### config.mk
export PLATFORM = sky130hd
export DESIGN_NAME = iter_mul_unit
export DESIGN_NICKNAME = d
export VERILOG_FILES = /design/src/rtl/mul_pkg.sv /design/src/rtl/mul_step.sv /design/src/rtl/iter_mul_unit.sv
export SDC_FILE = /design/constraint.sdc
export NUM_CORES = 1
export LEC_CHECK = 0
export ABC_AREA = 1
export CAP_MARGIN = 5
export CORE_ASPECT_RATIO = 2
export CORE_UTILIZATION = 47
export DETAILED_ROUTE_END_ITERATION = 16
export GPL_TIMING_DRIVEN = 0
export PLACE_DENSITY = 0.7
export SYNTH_ARGS = -nofsm -noshare
export SYNTH_HDL_FRONTEND = slang
export SYNTH_SLANG_ARGS = --single-unit
### constraint.sdc
create_clock -name clk -period 3.4 [get_ports clk]
set_input_delay 0.51 -clock clk [delete_from_list [all_inputs] [get_ports clk]]
set_output_delay 0.51 -clock clk [all_outputs]
set_load 0.03 [all_outputs]
### src/rtl/mul_pkg.sv
// Shared definitions for the iterative multiply unit: op codes, FSM states and the
// iteration-count helper.
package mul_pkg;

    localparam logic [1:0] MUL_OP_MUL   = 2'b00;
    localparam logic [1:0] MUL_OP_MLA   = 2'b01;
    localparam logic [1:0] MUL_OP_MLS   = 2'b10;
    localparam logic [1:0] MUL_OP_UMULL = 2'b11;

    typedef enum logic [1:0] {
        S_IDLE = 2'b00,
        S_MUL  = 2'b01,
        S_ACC  = 2'b10,
        S_DONE = 2'b11
    } state_t;

    function automatic int unsigned mul_iters(input int unsigned width, input int unsigned bpc);
        return width / bpc;
    endfunction

endpackage

### src/rtl/mul_step.sv
// One shift-add iteration: adds BITS_PER_CYCLE partial products of the (pre-shifted)
// multiplicand into the double-width accumulator.
module mul_step #(
    parameter int unsigned WIDTH          = 32,
    parameter int unsigned BITS_PER_CYCLE = 1
) (
    input  logic [2*WIDTH-1:0]        acc,
    input  logic [2*WIDTH-1:0]        mcand,
    input  logic [BITS_PER_CYCLE-1:0] bits,
    output logic [2*WIDTH-1:0]        acc_next
);

    always_comb begin
        acc_next = acc;
        for (int i = 0; i < int'(BITS_PER_CYCLE); i++) begin
            if (bits[i]) begin
                acc_next = acc_next + (mcand << i);
            end
        end
    end

endmodule

### src/rtl/iter_mul_unit.sv
// Multi-cycle MUL/MLA/MLS/UMULL unit with start/busy/done handshake.
// Define MUL_EARLY_TERM_EN to end the MUL phase once the remaining multiplier bits are zero.
module iter_mul_unit
    import mul_pkg::*;
#(
    parameter int unsigned WIDTH          = 32,
    parameter int unsigned BITS_PER_CYCLE = 1
) (
    input  logic             clk,
    input  logic             reset,
    input  logic             Start,
    input  logic [1:0]       Op,
    input  logic [WIDTH-1:0] SrcA,
    input  logic [WIDTH-1:0] SrcB,
    input  logic [WIDTH-1:0] SrcC,
    input  logic             Flush,
    output logic             Busy,
    output logic             Done,
    output logic [WIDTH-1:0] ResultLo,
    output logic [WIDTH-1:0] ResultHi,
    output logic [1:0]       Flags
);

    localparam int unsigned ITERS = mul_iters(WIDTH, BITS_PER_CYCLE);
    localparam int unsigned CW    = (ITERS > 1) ? $clog2(ITERS) : 1;

    state_t               state_q, state_d;
    logic                 load;
    logic [1:0]           op_q;
    logic [2*WIDTH-1:0]   mcand_q;
    logic [WIDTH-1:0]     mplier_q;
    logic [WIDTH-1:0]     srcc_q;
    logic [2*WIDTH-1:0]   acc_q;
    logic [CW-1:0]        cnt_q;
    logic [WIDTH-1:0]     res_lo_q, res_hi_q;
    logic [1:0]           flags_q;

    logic [2*WIDTH-1:0]   acc_step;
    logic [WIDTH-1:0]     mplier_next;
    logic                 last_iter;
    logic                 mul_exit;
    logic [WIDTH-1:0]     fin_lo, fin_hi;
    logic [1:0]           fin_flags;

    mul_step #(
        .WIDTH          (WIDTH),
        .BITS_PER_CYCLE (BITS_PER_CYCLE)
    ) u_step (
        .acc      (acc_q),
        .mcand    (mcand_q),
        .bits     (mplier_q[BITS_PER_CYCLE-1:0]),
        .acc_next (acc_step)
    );

    assign mplier_next = mplier_q >> BITS_PER_CYCLE;
    assign last_iter   = (cnt_q == CW'(ITERS - 1));

`ifdef MUL_EARLY_TERM_EN
    assign mul_exit = last_iter || (mplier_next == '0);
`else
    assign mul_exit = last_iter;
`endif

    // Final result formed in ACC from the completed product.
    always_comb begin
        fin_hi = '0;
        unique case (op_q)
            MUL_OP_MLA:   fin_lo = srcc_q + acc_q[WIDTH-1:0];
            MUL_OP_MLS:   fin_lo = srcc_q - acc_q[WIDTH-1:0];
            MUL_OP_UMULL: begin
                fin_lo = acc_q[WIDTH-1:0];
                fin_hi = acc_q[2*WIDTH-1:WIDTH];
            end
            default:      fin_lo = acc_q[WIDTH-1:0];
        endcase
        if (op_q == MUL_OP_UMULL) begin
            fin_flags = {fin_hi[WIDTH-1], ~|{fin_hi, fin_lo}};
        end else begin
            fin_flags = {fin_lo[WIDTH-1], ~|fin_lo};
        end
    end

    always_comb begin
        state_d = state_q;
        load    = 1'b0;
        unique case (state_q)
            S_IDLE: begin
                if (Start && !Flush) begin
                    state_d = S_MUL;
                    load    = 1'b1;
                end
            end
            S_MUL: begin
                if (Flush)         state_d = S_IDLE;
                else if (mul_exit) state_d = S_ACC;
            end
            S_ACC: begin
                state_d = Flush ? S_IDLE : S_DONE;
            end
            default: begin
                if (Start && !Flush) begin
                    state_d = S_MUL;
                    load    = 1'b1;
                end else begin
                    state_d = S_IDLE;
                end
            end
        endcase
    end

    always_ff @(posedge clk) begin
        if (reset) begin
            state_q  <= S_IDLE;
            op_q     <= '0;
            mcand_q  <= '0;
            mplier_q <= '0;
            srcc_q   <= '0;
            acc_q    <= '0;
            cnt_q    <= '0;
            res_lo_q <= '0;
            res_hi_q <= '0;
            flags_q  <= '0;
        end else begin
            state_q <= state_d;
            if (load) begin
                op_q     <= Op;
                mcand_q  <= {{WIDTH{1'b0}}, SrcA};
                mplier_q <= SrcB;
                srcc_q   <= SrcC;
                acc_q    <= '0;
                cnt_q    <= '0;
            end else if (state_q == S_MUL) begin
                acc_q    <= acc_step;
                mcand_q  <= mcand_q << BITS_PER_CYCLE;
                mplier_q <= mplier_next;
                cnt_q    <= cnt_q + CW'(1);
            end
            if (state_q == S_ACC && state_d == S_DONE) begin
                res_lo_q <= fin_lo;
                res_hi_q <= fin_hi;
                flags_q  <= fin_flags;
            end
        end
    end

    assign Busy     = (state_q == S_MUL) || (state_q == S_ACC);
    assign Done     = (state_q == S_DONE);
    assign ResultLo = res_lo_q;
    assign ResultHi = res_hi_q;
    assign Flags    = flags_q;

endmodule
==> impl_metrics.env <==
export IMPL_worstPathMaxFanout=3
export IMPL_synthArstFlopShare=0
export IMPL_period_share=1.17
export IMPL_n_fill_cell=3696
export IMPL_dieArea_mm2=0.0395
export IMPL_design_area_mm2=0.0228
export IMPL_min_from="srcc_q[28]$_SDFFE_PP0P_"
export IMPL_relSlewSlack=0.179
export IMPL_crit_start="acc_q[0]$_SDFFE_PP0P_"
export IMPL_die_y_um=280
export IMPL_clk_latency_ps=590
export IMPL_worst_slack_ps=-592
export IMPL_hold_ws_ps=455
export IMPL_cap_violations=0
export IMPL_drc=0
export IMPL_clk_pin_slew_ps=60
export IMPL_worstMarginPinSlew_ps=1230
export IMPL_port_buffer_count=168
export IMPL_drtAntennaViolNets=0
export IMPL_cts_buffers=26
export IMPL_finClkSkew_ps=17.5
export IMPL_yosysTopAreaCell="dfxtp_1"
export IMPL_dpl_hpwl_um=66900
export IMPL_synth_compound_area_share=0.202
export IMPL_placed_cell_area_mm2=0.0205
export IMPL_fp_dieW_um=141
export IMPL_rsz0062_at_grt="true"
export IMPL_grt_overflow_total=0
export IMPL_syn_num_nets=3048
export IMPL_avgSynthCellArea_um2=6.40
export IMPL_synth_edf_count=0
export IMPL_hold_violations=0
export IMPL_yosysUniqueCellTypes=51
export IMPL_ys_ff_latch=267
export IMPL_synth_seq_area_share=0.294
export IMPL_status="finished, violations left"
export IMPL_failed_checks="negative setup slack"
export IMPL_vias_per_cell=5.71
export IMPL_vias=20700
export IMPL_synth_warnings=0
export IMPL_cp_arrival_ps=4500
export IMPL_num_io_pins=170
export IMPL_cts_sinks=267
export IMPL_grt_max_degree=16
export IMPL_initial_core_util=0.478
export IMPL_yosys_mux_area_fraction=0
export IMPL_first_pass_iters=10
export IMPL_cts_root_buffer="clkbuf_16"
export IMPL_pre_cts_ws_ps=-1720
export IMPL_start_kind="flip-flop"
export IMPL_power_density_mw_per_mm2=441
export IMPL_ys_flop_type="dfxtp_1"
export IMPL_wl_per_cell_um=22.8
export IMPL_track_usage=0.416
export IMPL_crit_type="reg -> reg"
export IMPL_endpoint_kind="flip-flop"
export IMPL_final_max_slew_viol_count=0
export IMPL_drive_above_1_share=0.116
export IMPL_fin_cells=3622
export IMPL_yosysTopAreaCellShare=0.294
export IMPL_cts_tree="built"
export IMPL_ctsHtreeMaxLevel=1
export IMPL_syn_to_final_growth_pct=25.6
export IMPL_synth_simple_gate_area_share=0.289
export IMPL_hp_class="reg -> reg"
export IMPL_ir_worst_vdd_mv=0.463
export IMPL_dpl_cell_count=3524
export IMPL_synth_cells=2841
export IMPL_layout_min_cycle_time_ps=3990
export IMPL_setup_viol_count_final=17
export IMPL_p_leak_nw=10.1
export IMPL_synth_cell_area_mm2=0.0182
export IMPL_synth_xor_area_share=0.0385
export IMPL_grt_pass1_vias=20800
export IMPL_coreArea_mm2=0.0380
export IMPL_reg2reg_from="acc_q[0]$_SDFFE_PP0P_"
export IMPL_grt_pass1_wl_um=120000
export IMPL_place_gp_congestion=1.04
export IMPL_synthTopCellsByArea="dfxtp_1, nand2_1, inv_1, ha_1, a21oi_1"
export IMPL_synthAdderAreaFrac=0.0731
export IMPL_cts_buffer_depth=3
export IMPL_nNetsFinal=3290
export IMPL_wirelength_um=82600
export IMPL_crit_required_ps=3910
export IMPL_rows=101
export IMPL_antenna_found_initial=5
export IMPL_fmax_ghz=0.251
export IMPL_tns_ps=-4220
export IMPL_first_iter_violations=1196
export IMPL_synth_top_family_by_area="simple AND/OR/NAND/NOR gates"
-- report_power, final --
group	switching, mW	internal [mW]	total [mW]
registers	0.113	3.22	3.34
logic	2.20	1.21	3.41
clock network	1.38	1.94	3.33
-- cells in the mapped netlist (all sizes together), types with 16 or more instances --
master / n
nand2: 674
xor2: 64
dfxtp: 267
buf: 32
xnor2: 16
o211ai: 16
a31oi: 43
o21ai: 230
nand3: 158
inv: 376
a311oi: 30
ha: 103
nand4: 29
a21oi: 271
nor2: 343
clkbuf: 81
nor3: 27
-- cell families (layout without fill, tap and decap cells) --
kind of cell,count (synthesis),in the layout
other,0,6
buffers and inverters,491,751
adder cells (fa/ha/maj),105,105
AO/OA/AOI/OAI,641,641
AND/OR/NAND/NOR,1257,1257
flip-flops,267,267
XOR/XNOR,80,80
-- registers in the layout, indices dropped and copies added, names as in the netlist, 5 cells and up --
name / count
acc_q: 64
mcand_q: 64
ResultHi: 32
ResultLo: 32
mplier_q: 32
srcc_q: 32
cnt_q: 5
-- final timing paths --
check	depth (start not counted)	slack (ps)	end
worst max-delay path	27	-590	Flags[0]$_SDFFE_PP0P_
worst min-delay path	2	460	srcc_q[28]$_SDFFE_PP0P_
worst max register to register	27	-590	Flags[0]$_SDFFE_PP0P_
worst min register to register	2	460	srcc_q[28]$_SDFFE_PP0P_
-- critical path: stages, from the launching register on --
cell     delay (ps)
dfxtp_4         360
inv_4            70
ha_4            150
nand3_4          90
nor3_4          130
nand3_2         120
nor3_4          200
inv_2            70
nor3_4          160
nand4_1         180
nor2_2          170
buf_4           140
a21oi_2          50
xor2_1          180
ha_1            380
nand2_2         110
inv_2           110
nand3_4          90
nor3_4          250
nand2_2         100
buf_6           130
nand3_2          80
nand3_4          90
nand2_2          90
nand3_2          80
nor2_4          140
nand2_4          90
a21oi_2         110
-- cells in the final DEF, fill, tap and decap left out, types with 13 or more instances in the layout --
master | Yosys | layout
a311oi_1 | 30 | 30
nand2_1 | 661 | 618
inv_2 | 9 | 18
o21ai_2 | 8 | 16
clkdlybuf4s50_1 | 0 | 168
nor3_1 | 23 | 15
clkbuf_16 | 0 | 26
nand4_1 | 29 | 29
xor2_1 | 64 | 58
inv_1 | 367 | 354
a21oi_2 | 10 | 20
xnor2_1 | 16 | 16
o211ai_1 | 16 | 16
nor2_2 | 11 | 28
a31oi_1 | 43 | 42
o21ai_1 | 22 | 29
o21bai_1 | 14 | 13
clkbuf_1 | 81 | 79
buf_4 | 0 | 37
dfxtp_1 | 267 | 263
nor2_1 | 332 | 304
nand3_2 | 8 | 15
ha_1 | 103 | 89
o21ai_0 | 200 | 181
buf_2 | 21 | 20
a21oi_1 | 257 | 243
nand3_1 | 150 | 134
nand2_2 | 13 | 45
-- what timing repair did --
item	in CTS	in global routing
gates resized for setup	135	127
hold buffers	0	0
endpoints found under the setup margin	27	26
setup buffers	27	19
pin swaps	46	51
-- through the flow --
stage	power (mW)	utilization
2_1_floorplan	4.99	-
3_3_place_gp	5.85	0.539
3_5_place_dp	5.88	0.539
4_1_cts	9.56	0.582
5_1_grt	10.5	0.601
6_report	10.1	0.601
-- layout make-up --
type                            instances  area (um^2)  area share
Multi-Input combinational cell       2083        11900       0.520
Tap cell                              515          644      0.0282
Clock buffer                           30          706      0.0309
Timing Repair Buffer                  214         2080      0.0911
Sequential cell                       267         5360       0.234
Buffer                                113          472      0.0206
Antenna cell                            6         15.0    0.000657
Inverter                              378         1430      0.0626
Clock inverter                         16          253      0.0111
-- routing by layer --
metal  up-vias  GRT usage  routed length, um
li1       9792          -                  -
met1      9494      0.327              23900
met3       512     0.0731               4160
met5         -          0                  0
met2       889      0.762              41700
met4         0      0.538              12700
Power figures use the tool's default switching activity.
